[src/rtl/sync_down_counter_if.sv]
// Control/status bundle for sync_down_counter: load/enable requests in, count and flags out.
interface sync_down_counter_if #(
  parameter int unsigned WIDTH = 4
);

  logic             load;
  logic [WIDTH-1:0] load_val;
  logic             en;
  logic [WIDTH-1:0] q;
  logic             tc;
  logic             busy;

  // Requester side (software/FSM driving the timer)
  modport master (
    output load, load_val, en,
    input  q, tc, busy
  );

  // Counter side
  modport slave (
    input  load, load_val, en,
    output q, tc, busy
  );

endinterface

[src/rtl/sync_down_counter.sv]
// Loadable synchronous down-counter with a one-cycle terminal-count pulse.
// Optional feature macro: SYNC_DOWN_CNT_RELOAD_EN -- when defined, the terminal
// decrement reloads the last loaded start value and keeps running (periodic tc);
// when undefined, the counter is one-shot and parks in IDLE at zero.
module sync_down_counter #(
  parameter int unsigned WIDTH = 4
) (
  input  logic                 clk,
  input  logic                 rst_n,
  sync_down_counter_if.slave   bus
);

  typedef enum logic {
    IDLE = 1'b0,
    RUN  = 1'b1
  } state_e;

  state_e           state_q, state_d;
  logic [WIDTH-1:0] q_q, q_d;
  logic             tc_q, tc_d;
  logic             busy_q, busy_d;

`ifdef SYNC_DOWN_CNT_RELOAD_EN
  logic [WIDTH-1:0] reload_q, reload_d;
`endif

  // Next-state and next-output logic: load > count > hold
  always_comb begin
    state_d = state_q;
    q_d     = q_q;
    tc_d    = 1'b0;
`ifdef SYNC_DOWN_CNT_RELOAD_EN
    reload_d = reload_q;
`endif

    if (bus.load) begin
      q_d     = bus.load_val;
      state_d = (bus.load_val != '0) ? RUN : IDLE;
`ifdef SYNC_DOWN_CNT_RELOAD_EN
      reload_d = bus.load_val;
`endif
    end else begin
      case (state_q)
        RUN: begin
          if (bus.en) begin
            if (q_q > WIDTH'(1)) begin
              q_d = q_q - WIDTH'(1);
            end else begin
              // Terminal decrement; q==0 cannot occur in RUN, guarded anyway
              tc_d = (q_q == WIDTH'(1));
`ifdef SYNC_DOWN_CNT_RELOAD_EN
              q_d     = reload_q;
              state_d = (reload_q != '0) ? RUN : IDLE;
`else
              q_d     = '0;
              state_d = IDLE;
`endif
            end
          end
        end
        default: begin
          state_d = IDLE;
        end
      endcase
    end

    busy_d = (state_d == RUN);
  end

  // State and output registers
  always_ff @(posedge clk or negedge rst_n) begin
    if (!rst_n) begin
      state_q <= IDLE;
      q_q     <= '0;
      tc_q    <= 1'b0;
      busy_q  <= 1'b0;
    end else begin
      state_q <= state_d;
      q_q     <= q_d;
      tc_q    <= tc_d;
      busy_q  <= busy_d;
    end
  end

`ifdef SYNC_DOWN_CNT_RELOAD_EN
  // Start value retained for periodic reload
  always_ff @(posedge clk or negedge rst_n) begin
    if (!rst_n) begin
      reload_q <= '0;
    end else begin
      reload_q <= reload_d;
    end
  end
`endif

  assign bus.q    = q_q;
  assign bus.tc   = tc_q;
  assign bus.busy = busy_q;

endmodule
[src/flat_wrapper.sv]
// flat-port wrapper written by rule: the top's interface ports become plain ports
module sync_down_counter_flat 
#(
  parameter int unsigned WIDTH = 4
)
  (clk, rst_n, bus_load, bus_load_val, bus_en, bus_q, bus_tc, bus_busy);
  sync_down_counter_if #(.WIDTH(WIDTH)) bus_i ();
  input  logic clk;
  input  logic rst_n;
  input wire logic [$bits(bus_i.load)-1:0] bus_load;
  input wire logic [$bits(bus_i.load_val)-1:0] bus_load_val;
  input wire logic [$bits(bus_i.en)-1:0] bus_en;
  output wire logic [$bits(bus_i.q)-1:0] bus_q;
  output wire logic [$bits(bus_i.tc)-1:0] bus_tc;
  output wire logic [$bits(bus_i.busy)-1:0] bus_busy;
  assign bus_i.load = bus_load;
  assign bus_i.load_val = bus_load_val;
  assign bus_i.en = bus_en;
  assign bus_q = bus_i.q;
  assign bus_tc = bus_i.tc;
  assign bus_busy = bus_i.busy;
  sync_down_counter #(.WIDTH(WIDTH)) u_core (.clk(clk), .rst_n(rst_n), .bus(bus_i));
endmodule
[config.mk]
export PLATFORM = sky130hd
export DESIGN_NAME = sync_down_counter_flat
export DESIGN_NICKNAME = d
export VERILOG_FILES = /design/src/rtl/sync_down_counter_if.sv /design/src/rtl/sync_down_counter.sv /design/src/flat_wrapper.sv
export SDC_FILE = /design/constraint.sdc
export NUM_CORES = 1
export LEC_CHECK = 0
export ABC_AREA = 1
export CORE_AREA = 2 2 39 41
export DETAILED_ROUTE_END_ITERATION = 10
export DIE_AREA = 0 0 41 43
export HOLD_SLACK_MARGIN = 0.05
export PLACE_DENSITY = 0.56
export SETUP_SLACK_MARGIN = 0.02
export SKIP_LAST_GASP = 1
export SLEW_MARGIN = 0
export SYNTH_ARGS = -nofsm -noshare
export SYNTH_HDL_FRONTEND = slang
export SYNTH_SLANG_ARGS = --single-unit
[constraint.sdc]
create_clock -name clk -period 1.3 [get_ports clk]
set_input_delay 0.26 -clock clk [delete_from_list [all_inputs] [get_ports clk]]
set_output_delay 0.26 -clock clk [all_outputs]
set_load 0.01 [all_outputs]
After elaboration in Yosys (flattened, before gate mapping)
Cells that the tools add are included.
{ "totals": {"inputBits": 8, "ff_bits": 6, "output_inout_bits": 6} }
{ "op_classes": {"muxes": 13, "order_cmp": 1, "eq_ne": 1, "add_sub_neg": 1, "reduce_logical": 4} }
{ "op_table": {"columns": ["op", "count"], "rows": [
  ["4-bit 2-to-1 mux", 4],
  ["1-bit 2-to-1 mux", 9],
  ["4-bit by 1-bit equality test with 1-bit output, second input constant", 1],
  ["4-bit by 1-bit > comparator with 1-bit output, second input constant", 1],
  ["2-bit nonzero test", 2],
  ["4-bit nonzero test", 1],
  ["4-bit by 1-bit subtractor with 4-bit output, second input constant", 1],
  ["2-bit AND reduction", 1]
]} }

Depth between registers and ports, before layout
Gate-level depths: netlist of the first run.
{ "logic_depth": {"ltp_word": 5, "ltp_mapped": 5, "mapped_depth_nobuf": 5} }

Worst setup path before layout of the first run
Ideal clock, no wire load.
{ "synth_timing": {"path_type": "register to register", "startpoint": "reg u_core.q_q[0] (netlist: u_core.bus.q[0])", "endpoint": "reg u_core.q_q[2] (netlist: u_core.bus.q[2])", "required_time_ns": 1.224, "synth_period_minus_slack_ns": 1.168, "setup_ns": 0.076, "arrival_time_ns": 1.092, "stages_incl_launch_ff": 6, "n_path_buf": 0, "slack_ns": 0.132, "cell_sequence": "dfrtp_1 > inv_1 > ha_1 > o21ai_2 > nand3_1 > o21ai_1"} }
{ "synth_via": {"elab_chain_cells": 5, "elab_cells_between_ends": 6, "classes_between": "add/sub: 1; order compare: 1; mux: 4"} }
{ "synth_rtl": {"columns": ["item", "line", "text"], "rows": [
  ["from (decl)", "sync_down_counter.sv:19", "logic [WIDTH-1:0] q_q, q_d;"],
  ["from (signal assigned)", "sync_down_counter.sv:79", "q_q <= q_d;"],
  ["4-bit by 1-bit subtractor with 4-bit output / 4-bit by 1-bit > comparator with 1-bit output (equally long branches)", "sync_down_counter.sv:47, sync_down_counter.sv:46", null],
  ["4-bit 2-to-1 mux (*)", "sync_down_counter.sv:46", "if (q_q > WIDTH'(1)) begin"],
  ["4-bit 2-to-1 mux (*)", "sync_down_counter.sv:45", "if (bus.en) begin"],
  ["4-bit 2-to-1 mux (*)", "sync_down_counter.sv:43", "case (state_q)"],
  ["4-bit 2-to-1 mux (*)", "sync_down_counter.sv:36", "if (bus.load) begin"]
]} }
Mark *: on every way between the ends. The rest lies on a longest branch, timed or not. The select of a mux whose other input is x is not followed.
A chain may end at the register's enable or synchronous reset.

Worst setup path in the final report of the first run
{ "layout_timing": {"startpoint": "reg u_core.q_q[3] (netlist: u_core.bus.q[3])", "endpoint": "out bus_q[3]"} }
{ "layout_lines": {"columns": ["item", "line", "text"], "rows": [
  ["to (decl)", "flat_wrapper.sv:13", "output wire logic [$bits(bus_i.q)-1:0] bus_q;"]
]} }
No word-level cell between the ends.

==> out/qor.yml, run 1 <==
status: "finished clean"
synth_top_family_by_area: "simple AND/OR/NAND/NOR gates"
endpoint_kind: "primary output"
critPathSlowestCell: "dfrtp_1"
antenna_found_initial: 0
pin_count: 14
critPathMaxFanout: 4
path_delay_family: "flip-flops"
wire_per_inst_um: 10.1
synth_nets: 62
postCtsHoldBufs: 0
port_buffers: 13
timing.fmax_ghz: 0.830
hpwl_um: 706
r2r_start: "u_core.bus.q[0]"
layout.nets: 85
drc: 0
final_max_slew_viol_count: 0
worstSkewPairLatency_ps: 250
rsz0062_at_grt: "false"
coreArea_mm2: 0.00138
whs_ps: 260
final_antenna_net_count: 0
cts.clk_slew.worst_paths_ps: 50
finalHoldViolCount: 0
synthSimpleGateAreaFrac_pct: 30.0
finalCritPeriodShare_pct: 92.7
vdd_ir_drop_max_v: 0.000355
area_growth_pct: 55.4
crit_arrival_ps: 940
final_layout_size_suffix_gt1_share_pct: 19.2
grt_overflow: 0
hold_class: "input port to asynchronous set/reset pin"
synthMuxAreaShare_pct: 0
worstSetupPathType: "flop to primary output"
drt_iter0_drc: 9
ys_warn_count: 0
synth.yosys.seq_area_share_pct: 39.6
r2r-end: "u_core.bus.q[2]"
cp-start-kind: "flop"
total_power_uw: 629
grt_pass1_vias: 319
grt_usage_pct: 11.9
ys_ff_latch: 6
r2r_cells: 5
synth_xor_area_share_pct: 2.31
worst_pin_slew_ps: 294
yosysUniqueCellTypes: 16
cp.required_ps: 1040
cts_sinks: 6
grt_start_max_net_pins: 7
relSlewSlack_pct: 80.3
cellPowerDensity_mw_per_mm2: 1070
die_area_mm2: 0.00176
gp_congestion: 0.759
first_pass_iters: 4
cap_violations: 0
crit_chain: "dlygate4sd2_1"
synth_area_um2: 379
setup_viol: 0
max_stage_delay_ps: 400
cts_tree: "yes"
numCtsBuffers: 3
diodes: 0
drt_wl_total_um: 901
chipWidth_um: 41
critPathBufInv: 1
r2r_slack_ps: 150
syn_area_per_cell_um2: 7.29
synthAdderAreaFrac_pct: 6.60
clockBufferDepth: 2
start_util_pct: 27.4
std_cell_rows: 14
place_area_um2: 567
p_leak_uw: 0.000304
syn_inst: 52
post_cts_buffers: 0
final_cell_area_um2: 589
die_y_um: 43
cts-root-buf: "clkbuf_4"
synth_compound_area_share_pct: 11.6
vias_per_cell: 4.47
postLayoutCoreUtil_pct: 42.6
h-tree-depth: 1
fin_crit_ps: 1200
finClkSkew_ps: 3.08
vias: 398
grt_pass1_wl_um: 1310
-- state kept, by name (all words and copies together) (netlist names) --
| name | count |
|---|---|
| u_core.bus.q | 4 |
| u_core.bus.tc | 1 |
| u_core.state_q | 1 |
-- where the power goes --
| group | switching (uW) | total [uW] | internal, uW |
|---|---|---|---|
| Sequential | 14.7 | 224 | 209 |
| Clock | 72.8 | 178 | 105 |
| Combinational | 117 | 228 | 111 |
-- synthesized netlist by cell type --
master,number,area (um2)
nand2_4,1,11.3
inv_2,1,3.75
a21oi_1,1,5.00
inv_1,9,33.8
xnor2_1,1,8.76
o21ai_0,4,20.0
nor2_2,1,6.26
o21ai_1,2,10.0
dfrtp_1,6,150
ha_1,2,25.0
nand4_1,1,6.26
nand3_1,5,25.0
nand2_1,11,41.3
nor2_1,5,18.8
o21ai_2,1,8.76
nor3_1,1,5.00
-- worst max-delay path by stage --
stage | endpoint | depth (start not counted) | slack [ps] | from
final | bus_q[3] | 1 | 100 | u_core.bus.q[3]
after global routing | u_core.bus.q[2] | 5 | 40 | u_core.bus.q[0]
after CTS | u_core.bus.q[2] | 5 | 90 | u_core.bus.q[0]
after detailed placement | u_core.bus.q[3] | 6 | -50 | bus_en
after global placement | u_core.bus.q[3] | 6 | -10 | bus_en
after floorplan | u_core.bus.q[2] | 5 | 130 | u_core.bus.q[0]
-- per-stage QoR --
stage                     setup TNS (ps)  std cells  setup slack [ps]
final                                  0         89              95.5
after global routing                   0         89              37.7
after CTS                              0         89              88.3
after detailed placement           -89.3         86             -47.2
after global placement             -15.4         86             -12.3
after floorplan                        0         52               132
-- cells in the final DEF, fill, tap and decap left out, drive strengths merged --
cell           Yosys  final
clkdlybuf4s50      0      7
dfrtp              6      6
o21ai              7      7
dlygate4sd2        0      6
nor3               1      1
nand4              1      1
xnor2              1      1
nor2               6      6
inv               10     10
a21oi              1      1
ha                 2      2
buf                0      5
nand2             12     12
nand3              5      5
clkbuf             0      3
-- per-layer routing --
layer | wire (um) | track usage [%]
met1 | 418 | 14.9
met5 | 0 | 0
met4 | 40 | 12.0
met3 | 52 | 3.14
met2 | 391 | 15.0
-- cell families after synthesis --
kind of cell | count (synthesis)
xor gates and xnor gates | 1
adders and majority gates | 2
and+or+nand+nor | 25
DFF | 6
buffers and inverters | 10
AOI/OAI and AO/OA | 8
-- layout make-up --
type / count / area (um2)
fillers: 145 / 795
multi-input cells: 36 / 199
repair buffers: 18 / 160
flip-flops and latches: 6 / 150
inverters: 10 / 37.5
clock buffers: 3 / 22.5
well taps: 16 / 20.0
-- repair_timing --
item | 4_1_cts | 5_1_grt
pin swaps | 0 | 1
endpoints found under the setup margin | 6 | 2
gates resized for setup | 6 | 2
cloned | 0 | 0
Power figures use the tool's default switching activity.
==> inputs of run 2 (changes only) <==
--- a/config.mk
+++ b/config.mk
@@ -11,6 +11,7 @@
 export DIE_AREA = 0 0 41 43
 export HOLD_SLACK_MARGIN = 0.05
 export PLACE_DENSITY = 0.56
+export REMOVE_ABC_BUFFERS = 1
 export SETUP_SLACK_MARGIN = 0.02
 export SKIP_LAST_GASP = 1
 export SLEW_MARGIN = 0
==> results of run 2 <==
Final layout, timing and power as in run 1 (identical DEF).
